==> config.mk <==
export PLATFORM = sky130hd
export DESIGN_NAME = apb_master_bridge
export DESIGN_NICKNAME = d
export VERILOG_FILES = /design/src/rtl/apb_master_bridge.sv
export SDC_FILE = /design/constraint.sdc
export NUM_CORES = 1
export LEC_CHECK = 0
export CORE_MARGIN = 2
export CORE_UTILIZATION = 43
export CTS_BUF_LIST = sky130_fd_sc_hd__clkbuf_8
export DETAILED_ROUTE_END_ITERATION = 12
export PLACE_DENSITY = 0.9
export SKIP_CTS_REPAIR_TIMING = 1
export SLEW_MARGIN = 20
export SYNTH_ARGS = -nofsm -noshare
export SYNTH_HDL_FRONTEND = slang
export SYNTH_SLANG_ARGS = --single-unit
==> constraint.sdc <==
create_clock -name PCLK -period 2.7 [get_ports PCLK]
set_clock_uncertainty 0.2 [all_clocks]
set_input_delay 0.54 -clock PCLK [delete_from_list [all_inputs] [get_ports PCLK]]
set_output_delay 0.54 -clock PCLK [all_outputs]
set_load 0.01 [all_outputs]
==> src/rtl/apb_master_bridge.sv <==
// APB3/APB4 requester: valid/ready command in, one SETUP/ACCESS transfer, valid/ready response out.
// Optional ACCESS-phase timeout abort when APB_MASTER_TIMEOUT_EN is defined.
module apb_master_bridge #(
  parameter int ADDR_WIDTH     = 32,
  parameter int DATA_WIDTH     = 8,
  parameter int TIMEOUT_CYCLES = 16
) (
  input  logic                  PCLK,
  input  logic                  PRESET,
  input  logic                  cmd_valid,
  output logic                  cmd_ready,
  input  logic [ADDR_WIDTH-1:0] cmd_addr,
  input  logic                  cmd_write,
  input  logic [DATA_WIDTH-1:0] cmd_wdata,
  input  logic [2:0]            cmd_prot,
  output logic                  rsp_valid,
  input  logic                  rsp_ready,
  output logic [DATA_WIDTH-1:0] rsp_rdata,
  output logic                  rsp_err,
  output logic [ADDR_WIDTH-1:0] PADDR,
  output logic [2:0]            PPROT,
  output logic                  PNSE,
  output logic                  PSEL,
  output logic                  PENABLE,
  output logic                  PWRITE,
  output logic [DATA_WIDTH-1:0] PWDATA,
  input  logic [DATA_WIDTH-1:0] PRDATA,
  input  logic                  PREADY,
  input  logic                  PSLVERR,
  output logic                  busy
);

  if (TIMEOUT_CYCLES < 1 || TIMEOUT_CYCLES > 255) begin : g_bad_timeout
    $error("apb_master_bridge: TIMEOUT_CYCLES must be within 1..255");
  end

  typedef enum logic [1:0] {IDLE, SETUP, ACCESS, RESP} state_e;

  state_e                state_q, state_d;
  logic                  psel_q, psel_d, penable_q, penable_d;
  logic [ADDR_WIDTH-1:0] paddr_q, paddr_d;
  logic                  pwrite_q, pwrite_d;
  logic [DATA_WIDTH-1:0] pwdata_q, pwdata_d;
  logic [2:0]            pprot_q, pprot_d;
  logic                  rsp_valid_q, rsp_valid_d;
  logic [DATA_WIDTH-1:0] rsp_rdata_q, rsp_rdata_d;
  logic                  rsp_err_q, rsp_err_d;
`ifdef APB_MASTER_TIMEOUT_EN
  localparam logic [7:0] WAIT_LAST = 8'(TIMEOUT_CYCLES - 1);
  logic [7:0]            wait_cnt_q, wait_cnt_d;
`endif

  assign cmd_ready = (state_q == IDLE) && !PRESET;
  assign busy      = (state_q != IDLE);

  always_comb begin
    state_d     = state_q;
    psel_d      = psel_q;
    penable_d   = penable_q;
    paddr_d     = paddr_q;
    pwrite_d    = pwrite_q;
    pwdata_d    = pwdata_q;
    pprot_d     = pprot_q;
    rsp_valid_d = rsp_valid_q;
    rsp_rdata_d = rsp_rdata_q;
    rsp_err_d   = rsp_err_q;
`ifdef APB_MASTER_TIMEOUT_EN
    wait_cnt_d  = wait_cnt_q;
`endif
    case (state_q)
      IDLE: begin
        if (cmd_valid && cmd_ready) begin
          paddr_d   = cmd_addr;
          pwrite_d  = cmd_write;
          pwdata_d  = cmd_wdata;
          pprot_d   = cmd_prot;
          psel_d    = 1'b1;
          penable_d = 1'b0;
          state_d   = SETUP;
        end
      end
      SETUP: begin
        penable_d = 1'b1;
        state_d   = ACCESS;
`ifdef APB_MASTER_TIMEOUT_EN
        wait_cnt_d = '0;
`endif
      end
      ACCESS: begin
        // PREADY wins over a timeout landing on the same cycle
        if (PREADY) begin
          rsp_rdata_d = pwrite_q ? '0 : PRDATA;
          rsp_err_d   = PSLVERR;
          psel_d      = 1'b0;
          penable_d   = 1'b0;
          rsp_valid_d = 1'b1;
          state_d     = RESP;
        end
`ifdef APB_MASTER_TIMEOUT_EN
        else if (wait_cnt_q == WAIT_LAST) begin
          rsp_rdata_d = '0;
          rsp_err_d   = 1'b1;
          psel_d      = 1'b0;
          penable_d   = 1'b0;
          rsp_valid_d = 1'b1;
          state_d     = RESP;
        end else begin
          wait_cnt_d = wait_cnt_q + 8'd1;
        end
`endif
      end
      RESP: begin
        if (rsp_ready) begin
          rsp_valid_d = 1'b0;
          state_d     = IDLE;
        end
      end
      default: state_d = IDLE;
    endcase
  end

  always_ff @(posedge PCLK) begin
    if (PRESET) begin
      state_q     <= IDLE;
      psel_q      <= 1'b0;
      penable_q   <= 1'b0;
      paddr_q     <= '0;
      pwrite_q    <= 1'b0;
      pwdata_q    <= '0;
      pprot_q     <= '0;
      rsp_valid_q <= 1'b0;
      rsp_rdata_q <= '0;
      rsp_err_q   <= 1'b0;
`ifdef APB_MASTER_TIMEOUT_EN
      wait_cnt_q  <= '0;
`endif
    end else begin
      state_q     <= state_d;
      psel_q      <= psel_d;
      penable_q   <= penable_d;
      paddr_q     <= paddr_d;
      pwrite_q    <= pwrite_d;
      pwdata_q    <= pwdata_d;
      pprot_q     <= pprot_d;
      rsp_valid_q <= rsp_valid_d;
      rsp_rdata_q <= rsp_rdata_d;
      rsp_err_q   <= rsp_err_d;
`ifdef APB_MASTER_TIMEOUT_EN
      wait_cnt_q  <= wait_cnt_d;
`endif
    end
  end

  assign PSEL      = psel_q;
  assign PENABLE   = penable_q;
  assign PADDR     = paddr_q;
  assign PWRITE    = pwrite_q;
  assign PWDATA    = pwdata_q;
  assign PPROT     = pprot_q;
  assign PNSE      = 1'b0;
  assign rsp_valid = rsp_valid_q;
  assign rsp_rdata = rsp_rdata_q;
  assign rsp_err   = rsp_err_q;

endmodule
=== After elaboration in Yosys (flattened, before gate mapping) ===
Index checks and enable logic that the tools add are counted.

* Register bits after elaboration: 58
* Memories kept: 0
* Bits of input ports: 58
* Bits in latches: 0
* Word-level logic and storage cells: 43
* Memory bits (writable): 0
* Bits in read-only memories: 0

* Muxes and demuxes: 13
* $add $sub $neg: 0
* Divide/modulo/power cells: 0
* Bitwise logic cells: 0
* $mul: 0
* Order comparisons: 0
* Reductions and logical operators: 14
* Shift-type cells: 0
* Eq/ne operators: 6

{| class="wikitable"
|+ Operator list
! operator !! count
|-
| $reduce_and A3 Y1 || 4
|-
| $mux W8 || 1
|-
| $pmux W2 S4 || 1
|-
| $mux W2 || 3
|-
| $reduce_bool A2 Y1 || 3
|-
| $mux W1 || 5
|-
| $eq A2 B2 Y1 const B || 2
|-
| $ne A2 B2 Y1 const B || 2
|-
| $pmux W1 S2 || 2
|-
| $reduce_and A2 Y1 || 2
|-
| $pmux W1 S3 || 1
|-
| $reduce_bool A3 Y1 || 1
|-
| $eq A2 B1 Y1 const B || 1
|-
| $logic_and A1 B1 Y1 || 2
|-
| $logic_not A2 Y1 || 1
|-
| $ne A2 B1 Y1 const B || 1
|-
| $logic_not A1 Y1 || 1
|}

=== Depth between registers and ports, before layout ===
* Word-level depth: 5
* Depth in mapped cells: 8
* Mapped depth without buffers: 5

=== Least setup slack after synthesis ===
No wires, ideal clock.

* Path kind: flip-flop to flip-flop
* Start: register state_q[0]
* End: register paddr_q[0], in the netlist PADDR[0]
* Setup time: 0.120 ns
* Setup slack: 1.054 ns
* Stages on the path, launching flop included: 9
* Data required time: 2.380 ns
* Clock period less this slack: 1.646 ns
* Path buffers: 3
* Data arrival time: 1.326 ns
* Cell sequence: dfxtp_1 -> inv_1 -> ha_1 -> and3b_1 -> buf_2 -> buf_6 -> buf_6 -> nand2_1 -> o21ai_1

* Word-level cells in the longest chain between the ends: 4

{| class="wikitable"
|+ RTL lines
! item !! line !! text
|-
| start: declaration || 39 || <nowiki>state_e state_q, state_d;</nowiki>
|-
| start signal: assignment || 138 || <nowiki>state_q <= state_d;</nowiki>
|-
| $logic_not A2 Y1 * || 53, 70 ||
|-
| $logic_and A1 B1 Y1 || 53 || <nowiki>assign cmd_ready = (state_q == IDLE) && !PRESET;</nowiki>
|-
| $logic_and A1 B1 Y1 || 72 || <nowiki>if (cmd_valid && cmd_ready) begin</nowiki>
|-
| $reduce_and A2 Y1 (no line) * || n/a ||
|-
| end signal: assignment || 141 || <nowiki>paddr_q <= paddr_d;</nowiki>
|-
| end: declaration || 41 || <nowiki>logic [ADDR_WIDTH-1:0] paddr_q, paddr_d;</nowiki>
|}

Mark *: on every way between the ends. The rest lies on a longest branch, timed or not.
A chain may end at the register's enable or synchronous reset.

=== Worst setup path after layout ===
* Start: register state_q[1]
* End: output cmd_ready

* Word-level cells in the longest chain between the ends: 2

{| class="wikitable"
|+ RTL lines
! item !! line !! text
|-
| $logic_not A2 Y1 || 53 ||
|-
| $logic_and A1 B1 Y1 || 53 ||
|-
| end: declaration || 11 || <nowiki>output logic cmd_ready,</nowiki>
|}

No other way between the ends.

==> impl_results.md <==
* Yosys cell types at 26
* Power density over the cells at 772 mW/mm2
* Cells after Synth at 270
* Synth Register Bits at a little under 60
* CTS tree: done
* Antenna diodes at 0
* Max clock buf depth at 2
* DR iter-0 viols at 115
* Finish-stage setup viols at 0
* Port Buf Inserts at 115
* Synth-to-layout area growth at 61.2%
* Dpl cells at 441
* Post-route ant nets at 0
* Synth warn at 0
* Register area share after synthesis at 52.8%
* Total gr overflow at 0
* Number of synthesized flops with an enable pin at 0
* Worst hold path stage count at 2
* CP Max Fanout at 5
* Final setup TNS at 0 ns
* CTS sink cnt at between 50 and 60
* Peak supply drop at 0.404 mV
* Top cells by count, synth: nand2_1 (103), dfxtp_1 (58), o21ai_0 (25)
* Share of flip-flops with an asynchronous set or reset at 0%
* Final Power at 0.00273 W
* Via Count at 2124
* Post-Layout Cell Count at 457
* Pleak at 1.33 nW
* Endpoints failing hold at 0
* Status: finished, final reports clean
* DR pass1 iterations at 4
* Number of fill cells at 419
* Cell taking the most area after synthesis: dfxtp_1
* Final Slew Violations at 0
* CP arrival at between 1.5 and 2 ns
* R2R depth at 5
* M3 GR Usage at 9.66%
* Grt met1 use at 23.1%
* Avg Cell Area, Syn at 8.14 um2
* All-layer global routing usage at 19.9%
* Die width at 75.5 um
* GRT busiest layer: met2
* Average wire per standard cell at 12.0 um
* Row cnt at 26
* Req. time, crit path at 1.96 ns
* Total wire length at 5470 um
* Type of origin of the critical path: register
* GPL Wtd Cong at 0.752
* Pin count of the biggest net entering global routing at 63
* Antenna violations before repair at 0
* Worst setup EP type: output port
* Post-Syn Area at around 0.0022 mm2
* Layout cells sized above 1 at roughly 5.2%
* Io pins at 117
* Fmax at between 0.4 and 0.5 GHz
* Worst-path clk slew at roughly 0.06 ns
* CTS root buffer: clkbuf_8
* Max-cap violations at 0
* Detail-routed via count per cell at 4.65
* Synth area leaders: dfxtp_1 (53%), nand2_1 (18%), o21ai_0 (5.7%)
* Yosys top cell area share at 52.8%
* Num CTS Buffers at 9
* Hold Path Class: reg2reg
* Most frequent cell after synthesis: nand2_1
* RSZ-0062 raised after global routing: false
* CP Class: reg2out
* Period minus WS final at 2.47 ns
* Main synth FF type: dfxtp_1
* Net Count, Synth at between 300 and 400
* Tcrit/Tclk final at between 90% and 100%
* Core Area at ~0.005 mm2
* Final net count at around 450
* DRC at 0
* Starting Density at between 40% and 50%
* Met2 Use GR at 32.8%
* H-Tree Depth at 3
* Vias in the first global route at 1964
* Detail Placement HPWL at 3930 um
* Die area at 0.00570 mm2
* Worst-Skew Late Latency at 0.32 ns
* First-pass GRT wire length at 8600 um
* Die extent in y at 75.5 um
-- cells by family after synthesis --
kind of cell	count (synthesis)	share of synthesized area, %
muxes	1	0.456
buffers and inverters	24	5.87
DFF	58	52.8
adders and majority gates	5	2.85
other	1	0.171
AOI/OAI and AO/OA	61	14.6
and+or+nand+nor	120	23.2
-- power breakdown --
group	switching, W	total, W	internal, W
combinational	0.000421	0.000941	0.000520
sequential	0.000102	0.00114	0.00104
clock	0.000311	0.000654	0.000343
total	0.000834	0.00273	0.00190
-- metal layers --
layer | wire [um] | vias to the layer above
met3 | 476 | 4
li1 | - | 1105
met2 | 2700 | 71
met5 | 0 | -
met1 | 2240 | 944
met4 | 45 | 0
-- cell type report --
type	instances	area, um2	area share [%]
tap	70	87.6	2.47
clock buffer	10	138	3.89
multi-input combinational	188	908	25.7
timing repair buffer	120	1200	33.9
clock inverter	6	26.3	0.742
inverter	5	18.8	0.530
sequential	58	1160	32.8
-- placed cells by master (no fill, tap or decap) --
master and instances:
o21ai_1 20, nor3_1 1, clkdlybuf4s50_1 115, dfxtp_1 58
o21ai_0 25, nor2_1 1, o41ai_1 1, and3b_2 1
mux2i_1 1, or3_1 1, nand4b_1 8, buf_4 4
conb_1 1, o211ai_1 1, or2_2 1, ha_1 5
nand3_1 1, clkinv_2 3, nand2_1 103, o211a_1 1
a21oi_1 12, inv_1 8, nor2b_1 3, o311ai_0 1
clkbuf_8 10, buf_12 1
-- flip-flops by register name, indices dropped and copies added (netlist names) --
| name | cells |
|---|---|
| PPROT | 3 |
| rsp_err | 1 |
| rsp_rdata | 8 |
| state_q | 2 |
| PSEL | 1 |
| PWDATA | 8 |
| PWRITE | 1 |
| PADDR | 32 |
| rsp_valid | 1 |
| PENABLE | 1 |
-- stage by stage --
step	util [%]	instance area (um2)	worst slack, ns	hold WS [ns]
after floorplan	-	2200	1.05	0.273
final	70.7	3540	0.230	0.245
after global placement	67.4	3380	0.311	0.234
after CTS	70.7	3540	0.189	0.250
after global routing	70.7	3540	0.0824	0.261
after detailed placement	67.4	3380	0.273	0.241
-- critical path, stage by stage (launching register included) --
cell and delay [ns]:
dfxtp_1 0.35, inv_1 0.09, ha_1 0.24, inv_1 0.08, nor2_1 0.11, clkdlybuf4s50_1 0.55
-- worst paths after layout --
check / start / endpoint / slack [ns]
worst max-delay path: state_q[1] / cmd_ready / 0.23
worst min-delay path: PWDATA[0] / PWDATA[0] / 0.24
worst max register to register: state_q[0] / state_q[1] / 0.81
worst min register to register: PWDATA[0] / PWDATA[0] / 0.24
Power figures use the tool's default switching activity.
